[src/rtl/clock_display_driver_if.sv]
// Signal bundle between the ClockModule side (master) and the display driver (slave).
// Valid/ready is not used: inputs are level signals sampled on i_clk, outputs are registered levels.
interface clock_display_driver_if;
    logic       i_ms_pulse;
    logic [4:0] i_hr;
    logic [5:0] i_min;
    logic [5:0] i_sec;
    logic       i_set;
    logic [1:0] i_field;
    logic [6:0] o_seg;
    logic       o_dp;
    logic [5:0] o_an;
    logic       o_busy;
    logic [1:0] o_dbg_state;

    modport master (
        output i_ms_pulse, i_hr, i_min, i_sec, i_set, i_field,
        input  o_seg, o_dp, o_an, o_busy, o_dbg_state
    );

    modport slave (
        input  i_ms_pulse, i_hr, i_min, i_sec, i_set, i_field,
        output o_seg, o_dp, o_an, o_busy, o_dbg_state
    );
endinterface

[src/rtl/clock_display_driver.sv]
// 6-digit multiplexed common-anode 7-segment driver with sequential double-dabble BCD conversion.
// Optional macro CLOCK_DISP_LEADING_BLANK_EN blanks a zero hours-tens digit.
module clock_display_driver #(
    parameter int SCAN_TICKS  = 1,
    parameter int BLINK_TICKS = 250
) (
    input  logic                   i_clk,
    input  logic                   i_rst,
    clock_display_driver_if.slave  io_bus
);

    typedef enum logic [1:0] {
        S_IDLE   = 2'd0,
        S_SHIFT  = 2'd1,
        S_COMMIT = 2'd2
    } state_t;

    state_t          r_state;
    state_t          w_state_nxt;
    logic            w_load;
    logic            w_shift;
    logic            w_commit;
    logic            w_busy;

    logic            r_ms_q;
    logic            r_ms_qq;
    logic            w_tick;

    logic [4:0]      r_step;
    logic [13:0]     r_work_sec;
    logic [13:0]     r_work_min;
    logic [13:0]     r_work_hr;
    logic [2:0]      r_snap_bad;
    logic [5:0][3:0] r_disp;
    logic [2:0]      r_disp_bad;

    logic            r_started;
    logic [2:0]      r_dig;
    logic [7:0]      r_scan_cnt;
    logic [9:0]      r_blink_cnt;
    logic            r_phase_off;
    logic            r_set_q;
    logic [1:0]      r_field_q;
    logic            w_restart;

    logic [1:0]      w_pair;
    logic [3:0]      w_nibble;
    logic            w_bad;
    logic            w_blank;
    logic [6:0]      w_seg_nxt;
    logic            w_dp_nxt;
    logic [5:0]      w_an_nxt;

    logic [6:0]      r_seg;
    logic            r_dp;
    logic [5:0]      r_an;

    // One double-dabble iteration on {bcd_tens, bcd_ones, bin[5:0]}: adjust, then shift.
    function automatic logic [13:0] dd_step(input logic [13:0] w);
        logic [13:0] a;
        a = w;
        if (a[13:10] >= 4'd5) a[13:10] = a[13:10] + 4'd3;
        if (a[9:6] >= 4'd5)   a[9:6]   = a[9:6] + 4'd3;
        return {a[12:0], 1'b0};
    endfunction

    function automatic logic [6:0] font7(input logic [3:0] d);
        case (d)
            4'd0:    font7 = 7'b1000000;
            4'd1:    font7 = 7'b1111001;
            4'd2:    font7 = 7'b0100100;
            4'd3:    font7 = 7'b0110000;
            4'd4:    font7 = 7'b0011001;
            4'd5:    font7 = 7'b0010010;
            4'd6:    font7 = 7'b0000010;
            4'd7:    font7 = 7'b1111000;
            4'd8:    font7 = 7'b0000000;
            4'd9:    font7 = 7'b0010000;
            default: font7 = 7'b1111111;
        endcase
    endfunction

    assign w_tick    = r_ms_q & ~r_ms_qq;
    assign w_restart = (io_bus.i_set & ~r_set_q) | (io_bus.i_field != r_field_q);

    always_ff @(posedge i_clk) begin
        if (i_rst) begin
            r_ms_q  <= 1'b0;
            r_ms_qq <= 1'b0;
            r_state <= S_IDLE;
        end else begin
            r_ms_q  <= io_bus.i_ms_pulse;
            r_ms_qq <= r_ms_q;
            r_state <= w_state_nxt;
        end
    end

    always_comb begin
        w_state_nxt = r_state;
        w_load      = 1'b0;
        w_shift     = 1'b0;
        w_commit    = 1'b0;
        w_busy      = 1'b0;
        case (r_state)
            S_IDLE: begin
                if (w_tick) begin
                    w_load      = 1'b1;
                    w_state_nxt = S_SHIFT;
                end
            end
            S_SHIFT: begin
                w_shift = 1'b1;
                w_busy  = 1'b1;
                if (r_step == 5'd17) w_state_nxt = S_COMMIT;
            end
            S_COMMIT: begin
                w_commit    = 1'b1;
                w_busy      = 1'b1;
                w_state_nxt = S_IDLE;
            end
            default: w_state_nxt = S_IDLE;
        endcase
    end

    // Steps 0-5 convert sec, 6-11 min, 12-17 hr; range flags are frozen with the snapshot.
    always_ff @(posedge i_clk) begin
        if (i_rst) begin
            r_step     <= 5'd0;
            r_work_sec <= 14'd0;
            r_work_min <= 14'd0;
            r_work_hr  <= 14'd0;
            r_snap_bad <= 3'b000;
            r_disp     <= '0;
            r_disp_bad <= 3'b000;
        end else begin
            if (w_load) begin
                r_step     <= 5'd0;
                r_work_sec <= {8'd0, io_bus.i_sec};
                r_work_min <= {8'd0, io_bus.i_min};
                r_work_hr  <= {8'd0, 1'b0, io_bus.i_hr};
                r_snap_bad <= {(io_bus.i_hr > 5'd23), (io_bus.i_min > 6'd59), (io_bus.i_sec > 6'd59)};
            end
            if (w_shift) begin
                r_step <= r_step + 5'd1;
                if (r_step < 5'd6)       r_work_sec <= dd_step(r_work_sec);
                else if (r_step < 5'd12) r_work_min <= dd_step(r_work_min);
                else                     r_work_hr  <= dd_step(r_work_hr);
            end
            if (w_commit) begin
                r_disp     <= {r_work_hr[13:6], r_work_min[13:6], r_work_sec[13:6]};
                r_disp_bad <= r_snap_bad;
            end
        end
    end

    // The first tick after reset only enables the display on digit 0; later ticks drive the scan.
    always_ff @(posedge i_clk) begin
        if (i_rst) begin
            r_started   <= 1'b0;
            r_dig       <= 3'd0;
            r_scan_cnt  <= 8'd0;
            r_blink_cnt <= 10'd0;
            r_phase_off <= 1'b0;
            r_set_q     <= 1'b0;
            r_field_q   <= 2'd0;
        end else begin
            r_set_q   <= io_bus.i_set;
            r_field_q <= io_bus.i_field;
            if (w_tick) begin
                if (!r_started) begin
                    r_started <= 1'b1;
                end else if (r_scan_cnt == 8'(SCAN_TICKS - 1)) begin
                    r_scan_cnt <= 8'd0;
                    r_dig      <= (r_dig == 3'd5) ? 3'd0 : r_dig + 3'd1;
                end else begin
                    r_scan_cnt <= r_scan_cnt + 8'd1;
                end
            end
            if (w_restart) begin
                r_blink_cnt <= 10'd0;
                r_phase_off <= 1'b0;
            end else if (w_tick) begin
                if (r_blink_cnt == 10'(BLINK_TICKS - 1)) begin
                    r_blink_cnt <= 10'd0;
                    r_phase_off <= ~r_phase_off;
                end else begin
                    r_blink_cnt <= r_blink_cnt + 10'd1;
                end
            end
        end
    end

    always_comb begin
        w_pair   = 2'd2;
        w_nibble = r_disp[5];
        case (r_dig)
            3'd0: begin w_pair = 2'd0; w_nibble = r_disp[0]; end
            3'd1: begin w_pair = 2'd0; w_nibble = r_disp[1]; end
            3'd2: begin w_pair = 2'd1; w_nibble = r_disp[2]; end
            3'd3: begin w_pair = 2'd1; w_nibble = r_disp[3]; end
            3'd4: begin w_pair = 2'd2; w_nibble = r_disp[4]; end
            default: begin w_pair = 2'd2; w_nibble = r_disp[5]; end
        endcase
        w_bad = r_disp_bad[w_pair];
        // A pending restart masks a stale off phase so a newly selected field shows at once.
        w_blank   = io_bus.i_set & (io_bus.i_field == w_pair) & r_phase_off & ~w_restart;
        w_an_nxt  = ~(6'b000001 << r_dig);
        w_seg_nxt = 7'h7F;
        w_dp_nxt  = 1'b1;
        if (!w_blank) begin
            w_dp_nxt = ~((r_dig == 3'd4) | (r_dig == 3'd2));
            if (w_bad) w_seg_nxt = 7'b0111111;
            else       w_seg_nxt = font7(w_nibble);
`ifdef CLOCK_DISP_LEADING_BLANK_EN
            if ((r_dig == 3'd5) && (w_nibble == 4'd0) && !w_bad) w_seg_nxt = 7'h7F;
`endif
        end
    end

    always_ff @(posedge i_clk) begin
        if (i_rst || !r_started) begin
            r_an  <= 6'b111111;
            r_seg <= 7'h7F;
            r_dp  <= 1'b1;
        end else begin
            r_an  <= w_an_nxt;
            r_seg <= w_seg_nxt;
            r_dp  <= w_dp_nxt;
        end
    end

    assign io_bus.o_an        = r_an;
    assign io_bus.o_seg       = r_seg;
    assign io_bus.o_dp        = r_dp;
    assign io_bus.o_busy      = w_busy;
    assign io_bus.o_dbg_state = r_state;

endmodule

[src/flat_wrapper.sv]
// flat-port wrapper written by rule: the top's interface ports become plain ports
module clock_display_driver_flat 
#(
    parameter int SCAN_TICKS  = 1,
    parameter int BLINK_TICKS = 250
)
  (i_clk, i_rst, io_bus_i_ms_pulse, io_bus_i_hr, io_bus_i_min, io_bus_i_sec, io_bus_i_set, io_bus_i_field, io_bus_o_seg, io_bus_o_dp, io_bus_o_an, io_bus_o_busy, io_bus_o_dbg_state);
  clock_display_driver_if io_bus_i ();
  input  logic i_clk;
  input  logic i_rst;
  input wire logic [$bits(io_bus_i.i_ms_pulse)-1:0] io_bus_i_ms_pulse;
  input wire logic [$bits(io_bus_i.i_hr)-1:0] io_bus_i_hr;
  input wire logic [$bits(io_bus_i.i_min)-1:0] io_bus_i_min;
  input wire logic [$bits(io_bus_i.i_sec)-1:0] io_bus_i_sec;
  input wire logic [$bits(io_bus_i.i_set)-1:0] io_bus_i_set;
  input wire logic [$bits(io_bus_i.i_field)-1:0] io_bus_i_field;
  output wire logic [$bits(io_bus_i.o_seg)-1:0] io_bus_o_seg;
  output wire logic [$bits(io_bus_i.o_dp)-1:0] io_bus_o_dp;
  output wire logic [$bits(io_bus_i.o_an)-1:0] io_bus_o_an;
  output wire logic [$bits(io_bus_i.o_busy)-1:0] io_bus_o_busy;
  output wire logic [$bits(io_bus_i.o_dbg_state)-1:0] io_bus_o_dbg_state;
  assign io_bus_i.i_ms_pulse = io_bus_i_ms_pulse;
  assign io_bus_i.i_hr = io_bus_i_hr;
  assign io_bus_i.i_min = io_bus_i_min;
  assign io_bus_i.i_sec = io_bus_i_sec;
  assign io_bus_i.i_set = io_bus_i_set;
  assign io_bus_i.i_field = io_bus_i_field;
  assign io_bus_o_seg = io_bus_i.o_seg;
  assign io_bus_o_dp = io_bus_i.o_dp;
  assign io_bus_o_an = io_bus_i.o_an;
  assign io_bus_o_busy = io_bus_i.o_busy;
  assign io_bus_o_dbg_state = io_bus_i.o_dbg_state;
  clock_display_driver #(.SCAN_TICKS(SCAN_TICKS), .BLINK_TICKS(BLINK_TICKS)) u_core (.i_clk(i_clk), .i_rst(i_rst), .io_bus(io_bus_i));
endmodule
[config.mk]
export PLATFORM = sky130hd
export DESIGN_NAME = clock_display_driver_flat
export DESIGN_NICKNAME = d
export VERILOG_FILES = /design/src/rtl/clock_display_driver_if.sv /design/src/rtl/clock_display_driver.sv /design/src/flat_wrapper.sv
export SDC_FILE = /design/constraint.sdc
export NUM_CORES = 1
export LEC_CHECK = 0
export CORE_ASPECT_RATIO = 1.25
export CORE_UTILIZATION = 51
export CTS_CLUSTER_DIAMETER = 50
export CTS_CLUSTER_SIZE = 30
export DETAILED_ROUTE_END_ITERATION = 7
export GPL_TIMING_DRIVEN = 0
export PLACE_DENSITY = 0.82
export SYNTH_ARGS = -nofsm -noshare
export SYNTH_HDL_FRONTEND = slang
export SYNTH_SLANG_ARGS = --single-unit
[constraint.sdc]
create_clock -name i_clk -period 7.6 [get_ports i_clk]
set_input_delay 2.28 -clock i_clk [delete_from_list [all_inputs] [get_ports i_clk]]
set_output_delay 2.28 -clock i_clk [all_outputs]
set_load 0.005 [all_outputs]
==> results of run 1 <==
## area by class of cell
| cell class | instances | area [sq um] | area share |
|---|---|---|---|
| flip-flops and latches | 121 | 2420 | 0.359 |
| clock buffers | 20 | 457 | 0.0676 |
| repair buffers | 38 | 380 | 0.0563 |
| clock inverters | 9 | 149 | 0.0220 |
| well taps | 132 | 165 | 0.0245 |
| multi-input cells | 465 | 2920 | 0.433 |
| plain buffers | 37 | 155 | 0.0230 |
| inverters | 27 | 101 | 0.0150 |
## per-layer routing
| layer | up-vias | part of all wire | global-route usage |
|---|---|---|---|
| li1 | 2371 | - | - |
| met1 | 2308 | 0.39 | 0.269 |
| met2 | 162 | 0.51 | 0.435 |
| met3 | 49 | 0.050 | 0.0626 |
| met4 | 0 | 0.043 | 0.140 |
| met5 | - | 0 | 0 |
## state kept, by name (all words and copies together) (netlist names), 2 cells and up
register	flops
u_core.io_bus.o_an	6
u_core.r_snap_bad	3
u_core.r_disp	24
u_core.r_field_q	2
u_core.io_bus.o_seg	7
u_core.r_dig	3
u_core.r_work_hr	14
u_core.r_step	5
u_core.io_bus.o_dbg_state	2
u_core.r_work_sec	14
u_core.r_work_min	14
u_core.r_disp_bad	3
u_core.r_scan_cnt	8
u_core.r_blink_cnt	10
## report_power, final
group | internal, mW | total [mW] | switching, mW
Combinational | 0.0562 | 0.133 | 0.0768
Sequential | 0.650 | 0.659 | 0.00905
Clock | 0.557 | 0.828 | 0.271
Total | 1.26 | 1.62 | 0.357
## worst paths after layout
check	from	end	slack (ns)	depth (start not counted)
worst min register to register	u_core.r_work_hr[5]	u_core.r_work_hr[6]	0.45	2
worst max register to register	u_core.r_dig[1]	u_core.io_bus.o_seg[3]	4.66	11
worst max-delay path	u_core.io_bus.o_dbg_state[0]	io_bus_o_busy	3.68	3
worst min-delay path	u_core.r_work_hr[5]	u_core.r_work_hr[6]	0.45	2
## worst min-delay path, stage by stage, from the launching register on
cell and delay [ns]:
sky130_fd_sc_hd__dfxtp_1 0.31, sky130_fd_sc_hd__nand2_1 0.05, sky130_fd_sc_hd__a21oi_1 0.05
## logic make-up after synthesis
| family | count (synthesis) | share of synthesized area |
|---|---|---|
| simple gates | 251 | 0.209 |
| buf+inv | 64 | 0.0458 |
| xor+xnor | 30 | 0.0469 |
| mux | 44 | 0.0806 |
| fa+ha+maj | 23 | 0.0511 |
| compound gates | 117 | 0.134 |
| flops | 121 | 0.432 |
## cell usage in the layout, fill, tap and decap left out, drive strengths merged, types with 12 or more instances in the layout
master         Yosys  layout
clkdlybuf4s50      0      38
xnor2             13      13
xor2              17      17
mux2i             38      38
nor2              93      93
a21oi             44      44
nand3             36      36
o21ai             19      19
ha                22      22
nand2             55      55
nand2b            12      12
dfxtp            121     121
clkbuf            29      49
inv               27      27
## stage by stage
step / std cells / hold WS, ns / utilization
after floorplan: 650 / 0.432 / -
after global placement: 820 / 0.435 / 0.579
after detailed placement: 820 / 0.448 / 0.579
after CTS: 849 / 0.455 / 0.636
after global routing: 849 / 0.467 / 0.636
final: 849 / 0.451 / 0.636
==> parameters.txt, run 1 <==
Parameter                              Value

Yosys
  Fraction of registers with async set/reset ... 0
  Top post-synthesis cells by count ... 121 x sky130_fd_sc_hd__dfxtp_1, 93 x sky130_fd_sc_hd__nor2_1, 55 x sky130_fd_sc_hd__nand2_1
  Number of warnings reported in the yosys synthesis log ... 0
  Top post-synthesis cells by area ... sky130_fd_sc_hd__dfxtp_1 43%, sky130_fd_sc_hd__mux2i_1 6.8%, sky130_fd_sc_hd__nor2_1 6.2%
  Post-synthesis sequential element count ... between 100 and 150
  Cell count after synthesis ... between 600 and 700
  Post-synthesis area per instance ... roughly 8.6 sq um
  Cell type contributing the most total cell area after synthesis ... sky130_fd_sc_hd__dfxtp_1
  Net count of the mapped netlist ... just under 700
  Cell area after technology mapping ... between 0.005 and 0.006 sq mm
  Count of different cell masters after synthesis ... 54
  Sequential element share of the synthesized area ... 0.432
  Most frequent cell after synthesis ... sky130_fd_sc_hd__dfxtp_1
  Primary flip-flop cell chosen by synthesis mapping ... sky130_fd_sc_hd__dfxtp_1
  Number of enable flip-flop cells after synthesis ... 0
  Share of Yosys cell area claimed by the top area cell type ... 0.432

Placed design
  Pre-CTS setup slack ... ~3.6 ns
  Number of port buffers ... 38
  Global placement routability congestion ... around 0.86
  Half-perimeter wire length of the detailed placement result ... 9370 microns
  DP Area ... between 0.006 and 0.007 sq mm

STA
  Count of final max-slew check failures ... 0
  Unrepaired setup endpoints after global routing ... no
  Min Tclk post-route ... about 3.9 ns
  Maximum clock skew at final layout ... ~0.0056 ns
  Slew of the pin with the lowest slew margin ... approximately 0.98 ns
  Normalized max-slew margin ... 0.342
  Post-Route Setup TNS ... 0 ns
  Final-report hold violation count ... 0
  Final Setup Violations ... 0
  F_max ... 255 MHz
  Final worst setup slack ... around 3.7 ns
  Share of the cycle needed by the critical path after routing ... 0.516

Outcome
  Result of the run ... finished clean

Route
  Starting DRT DRC Count ... 261
  Routed wire length ... about 13,000 microns
  Number of nets with antenna violations after detailed routing ... 0
  WL/cell ... 15.5 microns
  Count of TritonRoute iterations in the first routing pass ... 5
  DRC viols ... 0
  Vias post-DR ... about 4,900
  Post-DR vias/cell ... ~5.8

Setup path
  Worst Setup End Kind ... output pin
  Slowest Stage Delay on Critical Path ... around 0.49 ns
  Worst path required time ... between 5 and 6 ns
  Element type at the critical path start ... flop
  Largest fanout on the critical path ... 4
  Top delay family on crit path ... buffers and inverters
  Worst setup path category ... reg2out
  Combined buffer and inverter count along the critical path ... 2
  Data arrival time at the worst-slack endpoint ... between 1.5 and 2 ns
  Master of the slowest instance on the critical path ... sky130_fd_sc_hd__clkdlybuf4s50_1
  Cell breakdown of the critical path ... inv_1 -> ha_1 -> clkdlybuf4s50_1

Global route
  First-pass GRT wire length ... 22,000 microns
  Number of antenna violations at the first check in global routing ... 0
  Vias in the first global route ... between 4,000 and 5,000
  Overflow after GRT ... 0
  Pin count of the biggest net entering global routing ... 17
  GR Util All Layers ... 0.250

Clock network
  Count of hold-fix buffers inserted at cts ... 0
  Clock insertion delay at the later pin of the skew report ... slightly above 0.4 ns
  Maximum number of buffers from clock root to sink ... 2
  CTS tree ... built
  Number of sinks driven by the clock tree ... approximately 120
  Clock transition at the register clock pins on the worst setup and hold paths after CTS ... approximately 0.050 ns
  Quantity of gates resized following cts ... 0
  Clock tree root driver cell ... sky130_fd_sc_hd__clkbuf_16
  TritonCTS Buffers ... 17
  # Post-CTS Setup Buffers ... 0
  H-Tree Level Count ... 4

Cells and area
  Proportion of layout cells with a drive suffix above 1 ... 0.0600
  Relative area change from synthesis to final layout ... 20.5%
  Final #Nets ... between 700 and 800
  Fill count ... 835
  Antenna diodes ... 0
  Final standard cell area without fillers ... between 0.006 and 0.007 sq mm

Floorplanning
  Rows ... 42
  Die Y ... 119 microns
  Die ar. ... about 0.011 sq mm
  Starting Density ... 0.528
  Die Wd ... approximately 96 microns
  Top Ports ... 40
  Area of the core ... around 0.011 sq mm

Power and ir drop
  Power, Total ... roughly 1.6 mW
  Power per Cell Area ... approximately 240 mW/mm^2
  Pleak ... about 2.5 nW
  VDD IR-drop max ... approximately 0.16 mV

Flow run
  # Max-Cap Violations ... 0

Min path
  Worst hold-check path type ... reg2reg
(Power assumes the default switching activity.)
==> inputs of run 2 (changes only) <==
==> constraint.sdc (replaced) <==
create_clock -name i_clk -period 3.7 [get_ports i_clk]
set_input_delay 1.11 -clock i_clk [delete_from_list [all_inputs] [get_ports i_clk]]
set_output_delay 1.11 -clock i_clk [all_outputs]
set_load 0.005 [all_outputs]
==> results of run 2 <==
The final DEF is identical to that of run 1. Status: finished clean.
Main changes from that run: setup slack after placement 3.57 ns -> 0.766 ns; setup slack after layout 3.68 ns -> 0.761 ns; start point of the critical path u_core.io_bus.o_dbg_state[0] -> u_core.r_dig[1]; end point of the critical path io_bus_o_busy -> u_core.io_bus.o_seg[3]; register-to-register setup slack 4.66 ns -> 0.76 ns; total power 1.62 mW -> 3.33 mW; worst IR drop on VDD 0.156 mV -> 0.321 mV
==> RTL edit, RTL diff (flow settings as in run 2) <==
One comparison of `r_blink_cnt` changes from == to >=.
--- a/src/rtl/clock_display_driver.sv
+++ b/src/rtl/clock_display_driver.sv
@@ -182,3 +182,3 @@
             end else if (w_tick) begin
-                if (r_blink_cnt == 10'(BLINK_TICKS - 1)) begin
+                if (r_blink_cnt >= 10'(BLINK_TICKS - 1)) begin
                     r_blink_cnt <= 10'd0;
Check against the original RTL: no difference found for any inputs over 4 cycles, from zero or initial values and one cycle with i_rst high; that may be too few to reach the edited logic, so the function may still have changed.
==> RTL edit against run 2 <==
Non-clock buffer count is 3 higher. Design area is 1.5% higher. Synthesized area is 1.1% higher. Worst setup slack better by 130 ps. Via count is 4.0% higher. Routed wire length is 2.5% higher. Sequential power hardly changed. Sequential cell count stayed put. Total power is 2.2% higher. Fmax is 4.6% higher.
==> RTL edit: results (changes against run 2) <==
Status:
- Result of the run: finished, final reports clean (unchanged).

Drt:
- The average wire length per cell after detail routing is 15.6 µm (was 15.5 µm).
- The post-detailed-route via-to-cell ratio is 5.89 (was 5.76).
- The number of DRC violations after detailed-routing iteration 0 is 392 (was 261).

Placed design:
- The final weighted congestion in routability-driven placement is 0.865 (was 0.857).
- The half-perimeter wire length after detailed placement was 9610 µm (was 9370 µm).
- The count of buffers from port buffering is 39 (was 38).

Layout:
- The flip-flop count of the largest register after layout was 24 (unchanged).
- The number of inserted diodes is 0 (unchanged).
- The final net count is 764 (was 752).
- The fraction of layout cells with a size suffix above 1 is 6.98% (was 6.00%).
- The layout filler cell count is 858 (was 835).

Timing:
- The setup clock skew after layout is 8.22 ps (was 5.63 ps).
- The transition time at the pin with the least slew margin came to 980 ps (was 979 ps).
- The worst hold margin came to 475 ps (was 451 ps).

GRT:
- The total global-route track usage came to 25.0% (about the same).
- The first-pass GRT wire length is 22200 µm (was 22000 µm).
- The via count of the first global-routing pass came to 4887 (was 4814).

Worst setup path:
- The arrival time at the worst endpoint is 3070 ps (was 3270 ps).
- The worst setup path startpoint is i_rst (was u_core.r_dig[1]).
- The launch point of the worst reg-to-reg path was u_core.r_dig[1] (unchanged).
- The library cell contributing the largest single delay on the critical path was clkbuf_1 (unchanged).
- The critical path's largest stage delay is 540 ps (was 430 ps).
- The flop-to-flop setup slack is 1320 ps (was 760 ps).

Clock network:
- The cell at the root of the clock tree is clkbuf_16 (unchanged).
- The number of buffers inserted to repair setup after CTS is 0 (unchanged).

Power and ir drop:
- The leakage power figure came to 2.42 nW (was 2.45 nW).
- The reported clock group power is 1.77 mW (was 1.70 mW).
- The worst-case vdd ir drop was 0.000355 V (was 0.000321 V).
- The internal power contribution is 2.64 mW (was 2.59 mW).

Yosys:
- The sequential element share of the synthesized area is 42.8% (was 43.2%).
- Biggest area contributors in the synthesized netlist: dfxtp_1 43%, nor2_1 6.2%, mux2i_1 5.8% (was dfxtp_1 43%, mux2i_1 6.8%, nor2_1 6.2%).
- The post-synthesis cell type count came to 56 (was 54).
- The post-synthesis net count is 706 (was 695).
- Top cells by instance count after synthesis: 121 x dfxtp_1, 93 x nor2_1, 65 x nand2_1 (was 121 x dfxtp_1, 93 x nor2_1, 55 x nand2_1).

Min path:
- The startpoint of the lowest-slack hold path is u_core.r_work_hr[5] (unchanged).
- The kind of path behind the tightest hold check is reg2reg (unchanged).
-- RTL edit: cell count changes after synthesis, moves of 5 or more --
cell and change:
nand2_1 +10, a311oi_1 +8, xor2_1 -7, mux2i_1 -5
-- RTL edit: per-stage QoR --
step	utilization [%]	total power, mW	area [µm²]	instances	setup WS (ps)
2_1_floorplan	-	1.55	5660	660	1520
3_3_place_gp	58.0	1.64	6220	831	560
3_5_place_dp	58.0	1.65	6220	831	474
4_1_cts	63.9	3.41	6850	863	911
5_1_grt	63.9	3.51	6850	863	767
6_report	63.9	3.40	6850	863	890
-- RTL edit: final timing paths --
| path | to | depth (start not counted) |
|---|---|---|
| min | u_core.r_work_hr[6] | 2 |
| max | u_core.r_dig[1] | 5 |
| min reg2reg | u_core.r_work_hr[6] | 2 |
| max reg2reg | u_core.io_bus.o_seg[3] | 8 |
-- RTL edit: final cells by class --
type	instances	area share, %
well taps	132	2.41
multi-input cells	474	43.3
flip-flops and latches	121	35.3
plain buffers	39	2.56
repair buffers	39	5.70
clock buffers	19	6.32
inverters	26	1.42
clock inverters	13	2.94
-- RTL edit: layer usage --
layer	track usage [%]	up-vias	wire length, µm
met4	14.3	0	559
met1	28.7	2416	5530
met3	6.21	45	656
met2	41.3	194	6710
li1	-	2432	-
met5	0	-	0
-- RTL edit: cells by family after synthesis --
family | count (synthesis) | synth area share (%)
XOR/XNOR | 24 | 3.71
multiplexers | 36 | 6.43
flip-flops | 121 | 42.8
buffers and inverters | 65 | 4.82
adder cells (fa/ha/maj) | 23 | 5.08
AND/OR/NAND/NOR | 259 | 21.4
AO/OA/AOI/OAI | 132 | 15.8
-- RTL edit: worst max-delay path: cells and delay by family --
| kind | cells | cell delay, ps |
|---|---|---|
| buf+inv | 4 | 1790 |
| simple gates | 1 | 170 |
